File: src/rtl/fifo_pkg.sv
// Shared constants and helpers for the FIFO read-side stream master.
package fifo_pkg;

    localparam int DATA_W_DEF = 8;
    localparam int BUF_DEPTH  = 3;
    localparam int PTR_W      = 2;
    localparam int OCC_W      = 2;

    typedef logic [PTR_W-1:0] ptr_t;
    typedef logic [OCC_W-1:0] occ_t;

    // Circular-buffer pointer step; the buffer is three deep, so 2 wraps to 0.
    function automatic ptr_t ptr_inc(input ptr_t p);
        return (p == ptr_t'(BUF_DEPTH - 1)) ? '0 : p + ptr_t'(1);
    endfunction

endpackage

File: src/rtl/stream_obuf.sv
// Three-entry circular output buffer; head word is always visible on rd_data.
module stream_obuf
    import fifo_pkg::*;
#(
    parameter int DATA_W = DATA_W_DEF
) (
    input  logic              clk_i,
    input  logic              rst_i,
    input  logic              flush,
    input  logic              wr_en,
    input  logic [DATA_W-1:0] wr_data,
    input  logic              rd_en,
    output logic [DATA_W-1:0] rd_data,
    output occ_t              occ
);

    logic [DATA_W-1:0] mem_q [BUF_DEPTH];
    logic [DATA_W-1:0] mem_d [BUF_DEPTH];
    ptr_t              head_q, head_d;
    ptr_t              tail_q, tail_d;
    occ_t              occ_q, occ_d;
    logic              do_rd;

    // Next-state for storage, pointers and occupancy; flush wins over everything.
    always_comb begin
        mem_d  = mem_q;
        head_d = head_q;
        tail_d = tail_q;
        occ_d  = occ_q;
        do_rd  = rd_en && (occ_q != '0);
        if (flush) begin
            head_d = '0;
            tail_d = '0;
            occ_d  = '0;
        end else begin
            if (wr_en) begin
                mem_d[tail_q] = wr_data;
                tail_d        = ptr_inc(tail_q);
            end
            if (do_rd) begin
                head_d = ptr_inc(head_q);
            end
            case ({wr_en, do_rd})
                2'b10:   occ_d = occ_q + occ_t'(1);
                2'b01:   occ_d = occ_q - occ_t'(1);
                default: occ_d = occ_q;
            endcase
        end
    end

    // Register the buffer state; reset clears storage so the head reads as zero.
    always_ff @(posedge clk_i) begin
        if (rst_i) begin
            mem_q  <= '{default: '0};
            head_q <= '0;
            tail_q <= '0;
            occ_q  <= '0;
        end else begin
            mem_q  <= mem_d;
            head_q <= head_d;
            tail_q <= tail_d;
            occ_q  <= occ_d;
        end
    end

    assign rd_data = mem_q[head_q];
    assign occ     = occ_q;

endmodule

File: src/rtl/fifo_stream_reader.sv
// Pops a sync_fifo through its registered read port and re-presents the words
// as a valid/ready stream, prefetching into a three-entry buffer so that pop
// issue depends only on registered state and never on m_ready_i.
module fifo_stream_reader
    import fifo_pkg::*;
#(
    parameter int DATA_W = DATA_W_DEF,
    parameter int CNT_W  = 32
) (
    input  logic              clk_i,
    input  logic              rst_i,
    input  logic              enable_i,
    input  logic              flush_i,
    output logic              fifo_rd_en_o,
    input  logic [DATA_W-1:0] fifo_rd_data_i,
    input  logic              fifo_empty_i,
    input  logic              fifo_underflow_i,
    output logic              m_valid_o,
    output logic [DATA_W-1:0] m_data_o,
    input  logic              m_ready_i,
    output logic [CNT_W-1:0]  beat_cnt_o,
    output logic              underflow_err_o,
    output logic              busy_o
);

    occ_t             occ;
    logic [2:0]       committed;
    logic             capture;
    logic             pop;
    logic             inflight_q, inflight_d;
    logic [CNT_W-1:0] beat_cnt_q, beat_cnt_d;
    logic             uflow_q, uflow_d;

    // Words already buffered plus the one arriving; a pop is only issued when
    // there is guaranteed room for its data, so nothing can be dropped.
    assign committed    = {1'b0, occ} + {2'b00, inflight_q};
    assign fifo_rd_en_o = !rst_i && !flush_i && enable_i && !fifo_empty_i
                          && (committed < 3'(BUF_DEPTH));

    assign capture   = inflight_q && !flush_i;
    assign m_valid_o = (occ != '0);
    assign pop       = m_valid_o && m_ready_i;
    assign busy_o    = (occ != '0) || inflight_q;

    stream_obuf #(
        .DATA_W (DATA_W)
    ) u_obuf (
        .clk_i   (clk_i),
        .rst_i   (rst_i),
        .flush   (flush_i),
        .wr_en   (capture),
        .wr_data (fifo_rd_data_i),
        .rd_en   (pop),
        .rd_data (m_data_o),
        .occ     (occ)
    );

    // Next-state for the in-flight flag, beat counter and sticky underflow flag.
    always_comb begin
        inflight_d = fifo_rd_en_o;
        beat_cnt_d = beat_cnt_q + {{(CNT_W-1){1'b0}}, pop};
        uflow_d    = uflow_q || fifo_underflow_i;
    end

    // Control registers; only reset clears the counter and the error flag.
    always_ff @(posedge clk_i) begin
        if (rst_i) begin
            inflight_q <= 1'b0;
            beat_cnt_q <= '0;
            uflow_q    <= 1'b0;
        end else begin
            inflight_q <= inflight_d;
            beat_cnt_q <= beat_cnt_d;
            uflow_q    <= uflow_d;
        end
    end

    assign beat_cnt_o      = beat_cnt_q;
    assign underflow_err_o = uflow_q;

endmodule

File: config.mk
export PLATFORM = sky130hd
export DESIGN_NAME = fifo_stream_reader
export DESIGN_NICKNAME = d
export VERILOG_FILES = /design/src/rtl/fifo_pkg.sv /design/src/rtl/stream_obuf.sv /design/src/rtl/fifo_stream_reader.sv
export SDC_FILE = /design/constraint.sdc
export NUM_CORES = 1
export LEC_CHECK = 0
export ABC_AREA = 1
export CORE_MARGIN = 3
export CORE_UTILIZATION = 40
export CTS_CLUSTER_SIZE = 12
export DETAILED_ROUTE_END_ITERATION = 12
export HOLD_SLACK_MARGIN = 0.15
export PLACE_DENSITY_LB_ADDON = 0.15
export SETUP_SLACK_MARGIN = 0.15
export SLEW_MARGIN = 40
export SYNTH_ARGS = -nofsm -noshare
export SYNTH_HDL_FRONTEND = slang
export SYNTH_SLANG_ARGS = --single-unit
File: constraint.sdc
create_clock -name clk_i -period 1.95 [get_ports clk_i]
set_input_delay 0.39 -clock clk_i [delete_from_list [all_inputs] [get_ports clk_i]]
set_output_delay 0.39 -clock clk_i [all_outputs]
set_load 0.05 [all_outputs]
# Yosys cells after proc, flatten, opt, wreduce, memory -nomap -nowiden
# Cells that the tools add are included.
[classes]
muxes = 9
order_cmp = 4
n_addsub = 6
eq_ne = 4
bitwise = 3
n_reduce_logical = 17
[op_table]
columns = ["op", "count"]
rows = [
  ["32-bit by 1-bit adder with 32-bit output", 1],
  ["24-bit bitwise mux", 1],
  ["8-bit 2-to-1 mux", 3],
  ["8-bit binary-select mux with 2-bit select", 1],
  ["8-bit demux with 2-bit select", 1],
  ["1-bit logical AND", 8],
  ["2-bit by 1-bit adder with 2-bit output, second input constant", 3],
  ["2-bit equality test, second input constant", 3],
  ["3-bit >= comparator, second input constant", 2],
  ["2-bit inverter with 3-bit output", 2],
  ["2-bit 2-to-1 mux", 2],
  ["2-bit case mux with 2 select lines", 1],
  ["2-bit nonzero test", 2],
  ["2-bit by 1-bit adder with 3-bit output", 1],
  ["1-bit logical NOT", 3],
  ["3-bit by 1-bit less-than comparator with 1-bit output, second input constant", 1],
  ["3-bit by 2-bit less-than comparator with 1-bit output, second input constant", 1],
  ["2-bit by 1-bit equality test with 1-bit output, second input constant", 1],
  ["1-bit logical OR", 2],
  ["2-bit AND reduction", 1],
  ["2-bit OR reduction", 1],
  ["2-bit by 1-bit subtractor with 2-bit output, second input constant", 1],
  ["1-bit inverter", 1],
]
[word_totals]
elab_cells = 52
reg_bits = 64

# Depth between registers and ports, before layout
# Gate-level depths: netlist of run 1.
[logic_depth]
depth_word = 6
depth_mapped = 13

# Modules after synthesis
# From an unflattened synthesis of run 1, not the netlist that was laid out.
[hier_totals]
hier_cells = 486
area_unflattened_um2 = 3269.4
[modules_own_cells]
columns = ["mod", "n_inst", "area_per_inst_um2", "cells_per_inst"]
rows = [
  ["fifo_stream_reader", 1, 1875.5, 269],
  ["stream_obuf", 1, 1393.8, 217],
]

# Least setup slack after synthesis of run 1
# No wires, ideal clock.
[synth_timing]
path_type = "register to output"
start = "register u_obuf.occ_q[0] (netlist: u_obuf.occ[0])"
end = "output port fifo_rd_en_o"
t_required_ns = 1.560
arrival_time_ns = 3.265
path_slack_ns = -1.705
path_stages_with_launch = 4
path_cell_list = "dfxtp_1 -> ha_1 -> ha_1 -> a2111oi_0"
[synth_between]
elab_chain_cells = 3
[synth_rtl]
columns = ["item", "line_no", "text"]
rows = [
  ["from (decl)", "stream_obuf.sv:21", "occ_t occ_q, occ_d;"],
  ["from (signal assigned)", "stream_obuf.sv:57", "occ_q <= '0;"],
  ["from (signal assigned)", "stream_obuf.sv:62", "occ_q <= occ_d;"],
  ["2-bit by 1-bit adder with 3-bit output", "fifo_stream_reader.sv:36", "assign committed = {1'b0, occ} + {2'b00, inflight_q};"],
  ["3-bit by 2-bit less-than comparator with 1-bit output", "fifo_stream_reader.sv:38", "&& (committed < 3'(BUF_DEPTH));"],
  ["1-bit logical AND", "fifo_stream_reader.sv:38", ""],
  ["to (decl)", "fifo_stream_reader.sv:14", "output logic fifo_rd_en_o,"],
]
# Every way passes these cells.

# Final worst setup path of run 1
# Same ends and word-level chain as after synthesis.

==> results of run 1 <==
-- worst max-delay path, cell delays in order (launching register included) --
cell,delay (ps)
dfxtp_4,360
ha_4,160
ha_4,220
a2111oi_4,340
buf_12,180
-- layout make-up --
type / count / area, sq um
clock inverter: 6 / 82.6
clock buffer: 10 / 138
inverter: 36 / 149
timing repair buffer: 81 / 683
tap: 99 / 124
multi-input combinational: 332 / 1830
timing repair inverter: 1 / 6.26
fill: 722 / 3060
sequential: 64 / 1290
-- worst min-delay path by stage --
stage / endpoint / slack [ps] / cells past startpoint
3_5_place_dp: underflow_err_o / 460 / 2
6_report: u_obuf.head_q[0] / 460 / 4
3_3_place_gp: underflow_err_o / 450 / 2
5_1_grt: u_obuf.head_q[0] / 470 / 4
2_1_floorplan: u_obuf.mem_q[23] / 460 / 2
4_1_cts: underflow_err_o / 480 / 2
-- stage by stage --
step | setup slack [ps] | hold WS (ps) | std cells | TNS [ps] | area (sq um)
after floorplan | -19.5 | 456 | 438 | -19.5 | 3160
after global placement | -113 | 445 | 609 | -993 | 3900
after detailed placement | -185 | 461 | 609 | -1850 | 3900
after CTS | -49.1 | 475 | 625 | -49.1 | 4160
after global routing | -69.1 | 473 | 629 | -69.1 | 4310
final | -33.1 | 463 | 629 | -33.1 | 4310
-- cell usage in the layout, fill, tap and decap left out, types with 5 or more instances in the layout --
cell / n
nor2_1: 110
dlygate4sd2_1: 5
buf_6: 5
inv_1: 25
a22oi_2: 5
nand2_1: 73
nor2_2: 7
buf_4: 56
dfxtp_1: 58
inv_2: 7
nand3_2: 6
o21ai_0: 32
clkbuf_8: 10
clkdlybuf4s50_1: 13
nor2_4: 6
nand2_2: 11
nand3_1: 21
a21oi_1: 26
-- cell families after synthesis --
group / after synthesis / share of synthesized area
AOI/OAI and AO/OA: 76 / 0.133
xor gates and xnor gates: 2 / 0.00568
and+or+nand+nor: 248 / 0.370
DFF: 64 / 0.415
buffers and inverters: 42 / 0.0515
adders and majority gates: 6 / 0.0243
-- power groups by stage --
stage                     Sequential [uW]  Clock, uW  Combinational (uW)
after CTS                            1320       1290                 142
final                                1310       1270                 145
after detailed placement             1350          0                 142
after floorplan                      1350          0                67.2
after global placement               1350          0                 141
after global routing                 1310       1340                 159
-- registers in the layout, summed over array words and instances, names as in the netlist --
name	flops
beat_cnt_o	32
u_obuf.mem_q	24
u_obuf.head_q	2
u_obuf.occ	2
u_obuf.tail_q	2
inflight_q	1
underflow_err_o	1
-- repair_timing --
item	in CTS	in global routing
endpoints found under the hold margin	0	0
pin swaps	1	16
endpoints found under the setup margin	14	21
setup buffers	0	3
gates resized for setup	15	40
cloned	0	1
-- routing by layer --
metal / routed length [um] / GRT usage / up-vias
met5: 0 / 0 / -
met4: 113 / 0.0722 / 0
met3: 446 / 0.0505 / 11
met2: 3910 / 0.313 / 76
met1: 3420 / 0.221 / 1396
li1: - / - / 1593
==> impl_results.md, run 1 <==
* Clock buffer depth at 2
* Gate power share at 0.053
* Synthesis warning total at 0
* Status: finished with violations
* Top-count cell post-synth: nor2_1
* RR Startpoint: u_obuf.occ[0]
* Crit path to: fifo_rd_en_o
* Worst endpoint required time at about 1600 ps
* Lkg Pwr at 0.00182 uW
* CP Max Fanout at 3
* Fmax at 504 MHz
* Area leader, netlist: dfxtp_1
* Post-layout util at 0.584
* GRT Util Overall at 0.185
* HP Start: m_ready_i
* CTS clk-pin slew, worst paths at 70 ps
* Post-Route WL at 7890 um
* Clock sink total at 64
* Mapped Area at 3090 sq um
* RSZ-0062 raised after global routing: true
* Via density at 4.89
* Clock Root Buffer: clkbuf_8
* CP endpoint kind: primary output
* Reg-to-reg critical path endpoint: beat_cnt_o[22]
* Die Y at 93.8 um
* Total CTS buffers at 9
* First-iteration detailed-routing DRC count at 87
* Fin nets at between 500 and 600
* Avg WL per Cell at 12.5 um
* Largest net degree at the start of global routing at 31
* Post-synthesis area per instance at 7.04 sq um
* I/O pin count at 59
* Sequential element share of the synthesized area at 0.415
* Maximum vdd drop at 400 uV
* Share of the synthesized area in the top cell type at 0.415
* Final setup skew at 10.5 ps
* Worst Hold Class: input pin to register
* First-pass GRT wire length at around 13000 um
* Synth Instances at 438
* Reg power frac at 0.482
* CP Launch Type: register
* Critical path type: register to primary output
* Post-CTS Hold Buffers at 0
* Hold Violations, Final at 0
* Layout cells sized above 1 at 0.281
* Fin worst setup slack at -33.1 ps
* Antenna diode count at 0
* Unique masters post-synth at 28
* Ys async rst share at 0
* Post-synth EDFFs at 0
* Total Power at around 2700 uW
* Row count at 31
* Pins Over Slew Limit at 0
* P_sw at 606 uW
* Vias in the first global route at 2828
* R2r worst-path depth at 14
* Via count at 3076
* Starting Density at 0.419
* Synthesis-stage register bit count at 64
* Post-synth top flop: dfxtp_1
* Routability congestion estimate at 0.837
* TritonRoute pass-1 iters at 4
* Slew HR at 0.675
* Worst-skew pair later-pin latency at ~340 ps
* Die Width at 93.8 um
* H-Tree Depth at 3
* Grt ovf at 0
* Area grow syn2layout at 39.5%
* Max Cap Violations at 0
* Die area at 8800 sq um
* Remaining antenna violation count after routing at 0
* Critical path arrival at 1590 ps
* Core Region at 7370 sq um
* Clk pwr share at 0.465
* Setup crit start: u_obuf.occ[0]
* Sw frac at 0.222
* Setup violations, final at 1
* Power Internal at about 2100 uW
* Flop2flop setup slack at 130 ps
* PortBufs at 58
* CTS tree: built
* Worst-margin pin slew at 489 ps
* Synth cell count leaders: 112 x nor2_1, 81 x nand2_1, 64 x dfxtp_1, 37 x o21ai_0, 29 x inv_1
* Initial antenna violation count at 0
* Net Count, Synth at 459
* Post-route minimum period at 1980 ps
* Cell Pwr Density at 633 nW/um^2
* Violated checks: setup timing
* Top post-synthesis cells by area: dfxtp_1 42%, nor2_1 14%, nand2_1 9.9%
* DP HPWL at 5820 um
* DRC Markers at 0
* Ratio of final minimum period to clock period at 1.02
No activity file was read; power rests on OpenSTA's default activity.
==> run 2: changes to the inputs <==
--- a/config.mk
+++ b/config.mk
@@ -6,8 +6,10 @@
 export NUM_CORES = 1
 export LEC_CHECK = 0
 export ABC_AREA = 1
+export CELL_PAD_IN_SITES_DETAIL_PLACEMENT = 1
+export CELL_PAD_IN_SITES_GLOBAL_PLACEMENT = 2
 export CORE_MARGIN = 3
-export CORE_UTILIZATION = 40
+export CORE_UTILIZATION = 28
 export CTS_CLUSTER_SIZE = 12
 export DETAILED_ROUTE_END_ITERATION = 12
 export HOLD_SLACK_MARGIN = 0.15
==> impl_results.md, run 2 (same netlist as run 1, synthesis figures left out) <==
* CP Max Fanout at 2
* Die Y at 111 um
* CTS clk-pin slew, worst paths at 70 ps
* Post-Route WL at 9790 um
* Most common cell after layout, fill and taps aside: nor2_1
* Worst path cell trace: ha_4 > ha_4 > a2111oi_4 > buf_12
* Most used cell, CP: ha_4
* Layout Cell Area excl Fill at roughly 4500 sq um
* Reg power frac at 0.518
* Initial antenna violation count at 0
* Hold slack at 464 ps
* First-pass GRT wire length at 16700 um
* Pins Over Slew Limit at 0
* Via count at between 3k and 4k
* TNS Setup at -63.0 ps
* Lkg Pwr at ~0.0018 uW
* Worst endpoint required time at 1560 ps
* Die Width at 111 um
* First-iteration detailed-routing DRC count at 76
* P_sw at 606 uW
* Critical path arrival at 1620 ps
* Power Internal at ~1900 uW
* Grt ovf at 0
* Commonest cells after routing, fill and taps aside: 110 x nor2_1, 73 x nand2_1, 58 x dfxtp_1
* CP top delay family: adder cells
* Clk pwr share at 0.421
* Starting Density at 0.294
* Maximum vdd drop at 310 uV
* Area grow syn2layout at 44.4%
* PortBufs at a little under 60
* Vias in the first global route at about 3.4k
* Via density at approximately 4.7
* Hold Violations, Final at 0
* Row count at 37
* Fmax at about 500 MHz
* Antenna diode count at 0
* I/O pin count at 59
* Worst Hold Class: register to register
* Fin worst setup slack at -63.0 ps
* DRC Markers at 0
* Clock sink total at 64
* Layout cells sized above 1 at 0.303
* Status: finished with violations
* Worst path bufs/invs at 1
* H-Tree Depth at 3
* Setup WS pre-CTS at -168 ps
* Placed Area at 3960 sq um
* Critical-path top delay cell: dfxtp_4
* Slew HR at 0.673
* Max Cap Violations at 0
* Remaining antenna violation count after routing at 0
* CTS tree: built
* Clock Root Buffer: clkbuf_8
* GRT Util Overall at 0.168
* Avg WL per Cell at roughly 15 um
* Cell Pwr Density at 570 nW/um^2
* Post-route minimum period at 2010 ps
* TritonRoute pass-1 iters at 4
* Max reg flops at 32
* Total CTS buffers at 9
* Gate power share at 0.061
* DP HPWL at 7050 um
* Total Power at between 2000 and 3000 uW
* Critical path type: register to primary output
* Fin nets at about 550
* Slowest cell delay on critical path at between 300 and 400 ps
* Largest net degree at the start of global routing at 45
* Clock buffer depth at 2
* Violated checks: setup timing
* Core Region at 10500 sq um
* Worst-margin pin slew at roughly 500 ps
* Worst-skew pair later-pin latency at 350 ps
* CP endpoint kind: primary output
* Post-CTS Hold Buffers at 0
* Final setup skew at 9.87 ps
* RSZ-0062 raised after global routing: true
* CP Launch Type: register
* Die area at 12300 sq um
* Setup violations, final at 1
* Routability congestion estimate at between 0.7 and 0.8
* Ratio of final minimum period to clock period at 1.03
* Sw frac at 0.238
==> run 2: changes by cell type in the layout (fill, tap and decap cells not counted), moves of 3 or more <==
cell and delta:
buf_6 +7, clkinv_2 -3, nand3_1 -5, nand3_2 +5
==> run 2: power by group through the flow <==
stage | Clock (uW) | Combinational (uW) | Sequential [uW]
global route | 1180 | 170 | 1320
global placement | 0 | 145 | 1350
finish | 1070 | 156 | 1320
CTS | 1110 | 153 | 1320
floorplan | 0 | 67.2 | 1350
detailed placement | 0 | 147 | 1350
==> run 2: final timing paths <==
| path | to | start | cells past startpoint | slack (ps) |
|---|---|---|---|---|
| min | underflow_err_o | underflow_err_o | 2 | 460 |
| min reg2reg | underflow_err_o | underflow_err_o | 2 | 460 |
| max reg2reg | beat_cnt_o[22] | u_obuf.occ[0] | 14 | 200 |
| max | fifo_rd_en_o | u_obuf.occ[0] | 4 | -60 |
==> run 2: layer usage <==
metal,routed length (um),GRT usage
met5,0,0
met4,116,0.0567
met3,356,0.0420
met2,4920,0.295
met1,4390,0.199
==> run 2: area by class of cell <==
cell class / count / area [sq um]
Clock buffer: 14 / 173
Fill cell: 1280 / 6050
Inverter: 36 / 151
Multi-Input combinational cell: 332 / 1890
Sequential cell: 64 / 1290
Tap cell: 136 / 170
Timing Repair Buffer: 88 / 777
==> run 2: per-stage QoR <==
stage	utilization	cells
after floorplan	-	438
after global placement	0.377	647
after detailed placement	0.377	647
after CTS	0.409	666
after global routing	0.424	670
final	0.424	670
==> run 2: worst register-to-register path, delay by kind of cell, from the launching register on <==
family	cells	cell delay, ps
adder cells (fa/ha/maj)	2	290
AND/OR/NAND/NOR	9	770
flip-flops	1	370
buffers and inverters	3	240
==> run 2: timing repair <==
item                                    4_1_cts  5_1_grt
buffers inserted                              4        4
pin swaps                                    12       18
hold endpoints to repair                      0        0
endpoints found under the setup margin       12       35
cloned                                        1        0
resized for setup                            38       32
==> edit: new RTL, settings of run 2 <==
Make the reset (`rst_i`) asynchronous in 2 clocked blocks.
--- a/src/rtl/stream_obuf.sv
+++ b/src/rtl/stream_obuf.sv
@@ -51,3 +51,3 @@
     // Register the buffer state; reset clears storage so the head reads as zero.
-    always_ff @(posedge clk_i) begin
+    always_ff @(posedge clk_i or posedge rst_i) begin
         if (rst_i) begin
--- a/src/rtl/fifo_stream_reader.sv
+++ b/src/rtl/fifo_stream_reader.sv
@@ -65,3 +65,3 @@
     // Control registers; only reset clears the counter and the error flag.
-    always_ff @(posedge clk_i) begin
+    always_ff @(posedge clk_i or posedge rst_i) begin
         if (rst_i) begin
Function: differs if rst_i is asserted again (counterexample within 4 cycles, from zero or initial values and one cycle with rst_i high); with rst_i held inactive, the same outputs for 10 cycles.
==> edit against run 2 <==
  * Critical path depth rose by 1
  * Sequential share of layout area rose by 3.9 points
  * The flow still finishes with violations (setup timing)
  * Design area rose by 9.4%
  * Die area rose by 5.0%
  * Synthesized cell count fell by 7.8%
  * Register-to-register slack improved by 60 ps
  * Clock skew fell by 3.6 ps
  * Area after synthesis rose by 5.3%
  * Worst setup slack got worse by 1.5 ps
  * Count of clock-buffer cells in the layout fell by 5
  * Via count fell by 6.8%
  * Sequential cell count did not move
  * Routed wire length fell by 5.5%
  * Critical endpoint unchanged
Power is not compared: it rests on default switching activity, and its combinational part moved more than twofold at a synthesized area within 25%.
==> edit: results (changes against run 2) <==
* Master of the slowest instance on the critical path: sky130_fd_sc_hd__dfrtp_1 (was sky130_fd_sc_hd__dfxtp_4)
* Portion of the post-synthesis area used by sequential elements at 0.493 (was 0.415)
* Buffers, non-clock at 83 (was 88)
* Worst slack at placement at -269 ps (was -168 ps)
* First-iteration detailed-routing DRC count at 127 (was 76)
* Violated checks: setup timing (unchanged)
* Status: finished, violations left (unchanged)
* Multi-input logic portion of the cell area at 0.371 (was 0.425)
* Top area cells in the synthesized netlist: sky130_fd_sc_hd__dfrtp_1 49%, sky130_fd_sc_hd__nand2_1 17%, sky130_fd_sc_hd__o21ai_0 4.8% (was sky130_fd_sc_hd__dfxtp_1 42%, sky130_fd_sc_hd__nor2_1 14%, sky130_fd_sc_hd__nand2_1 9.9%)
* Fraction of standard cell area that is sequential at 0.329 (was 0.290)
* R2R Setup Slk at 260 ps (was 200 ps)
* Post-Syn Nets at 424 (was 459)
* Metal3 WL at 295 µm (was 356 µm)
* Endpoint of the worst hold path: underflow_err_o (unchanged)
* Reg-to-reg startpoint: u_obuf.occ[0] (unchanged)
* Met1 layer wirelength in the final routing at 4.04 mm (was 4.39 mm)
* Worst setup path startpoint: inflight_q (was u_obuf.occ[0])
* Wire length of the first global-routing pass at 15.8 mm (was 16.7 mm)
* Met2 Usage GRT at 0.271 (was 0.295)
* Crit path largest cell delay at 380 ps (was 360 ps)
* Clock latency of the later-clocked register in the worst-skew pair at 330 ps (was 350 ps)
* Setup Viol. Count Final at 1 (unchanged)
* Final net count at 515 (was 552)
* Buffer cell driving the clock tree root: sky130_fd_sc_hd__clkbuf_16 (was sky130_fd_sc_hd__clkbuf_8)
* Met3 Usage GRT at 0.0302 (was 0.0420)
* Share of layout cells above drive strength 1 at 0.324 (was 0.303)
* Sum of net half-perimeters after detailed placement at 6.72 mm (was 7.05 mm)
* Minimum setup slack in the final design at -64.4 ps (was -63.0 ps)
* Detailed-routed wire length on met2 at 4.78 mm (was 4.92 mm)
* Unique masters post-synth at 23 (was 28)
* Layout inverter count without the clock tree at 39 (was 36)
* Post-CTS setup repair buffer count at 2 (was 4)
* GRT Total Usage at 0.156 (was 0.168)
* Clock transition at the registers of the reported paths at 50 ps (was 70 ps)
* Fraction of area in clock buffers and inverters at 0.0660 (was 0.0388)
* CTS resizes at 39 (was 38)
* Tightest slew margin relative to the limit at 0.584 (was 0.673)
* Signal buffers share of area at 0.167 (was 0.174)
* Worst min path class: reg -> reg (unchanged)
* Via count of the first global-routing pass at 3,246 (was 3,352)
* Total of fill cells in the finished design at 1,293 (was 1,280)
* Number of multi-input logic gates at 298 (was 332)
* Most used standard cells in the synthesized netlist: 148 x sky130_fd_sc_hd__nand2_1, 64 x sky130_fd_sc_hd__dfrtp_1, 41 x sky130_fd_sc_hd__nor2_1 (was 112 x sky130_fd_sc_hd__nor2_1, 81 x sky130_fd_sc_hd__nand2_1, 64 x sky130_fd_sc_hd__dfxtp_1)
* Global-route track usage on met1 at 0.188 (was 0.199)
* Count of cells along the worst register-to-register path at 10 (was 14)
edit: cell count changes in the layout (fill, tap and decap cells not counted), sizes merged, moves of 4 or more:
cell | before | now
nand3b | 0 | 7
clkinvlp | 0 | 4
nand2 | 89 | 155
xnor2 | 0 | 6
nor2 | 126 | 53
dfrtp | 0 | 64
clkbuf | 14 | 9
dfxtp | 64 | 0
xor2 | 2 | 10
inv | 34 | 38
a22oi | 7 | 0
a21oi | 28 | 1
nor3 | 4 | 0
o21ai | 37 | 31
edit: cells by family after synthesis:
logic type | Yosys count | synth area share
and+or+nand+nor | 245 | 0.337
buffers and inverters | 42 | 0.0535
xor gates and xnor gates | 16 | 0.0478
DFF | 64 | 0.493
adders and majority gates | 5 | 0.0193
AOI/OAI and AO/OA | 32 | 0.0493
edit: power by group:
| group | internal, mW | leakage [nW] | total [mW] | switching [mW] |
|---|---|---|---|---|
| Sequential | 1.47 | 0.863 | 1.63 | 0.162 |
| Combinational | 0.808 | 1.46 | 1.89 | 1.08 |
| Clock | 1.12 | 0.148 | 1.75 | 0.627 |
edit: worst max path at each step:
stage | end | slack (ps) | cells after the start
final | fifo_rd_en_o | -60 | 5
after global routing | fifo_rd_en_o | -160 | 5
after CTS | fifo_rd_en_o | -100 | 5
after detailed placement | beat_cnt_o[20] | -270 | 12
after global placement | beat_cnt_o[20] | -220 | 12
after floorplan | fifo_rd_en_o | -240 | 3
edit: through the flow:
step                      cell area (µm²)  hold WS (ps)  setup TNS (ps)  std cells
after floorplan                      3270           453            -271        404
after global placement               4130           448           -2810        618
after detailed placement             4140           454           -3870        618
after CTS                            4610           465            -105        636
after global routing                 4870           492            -156        640
final                                4870           468           -64.4        640
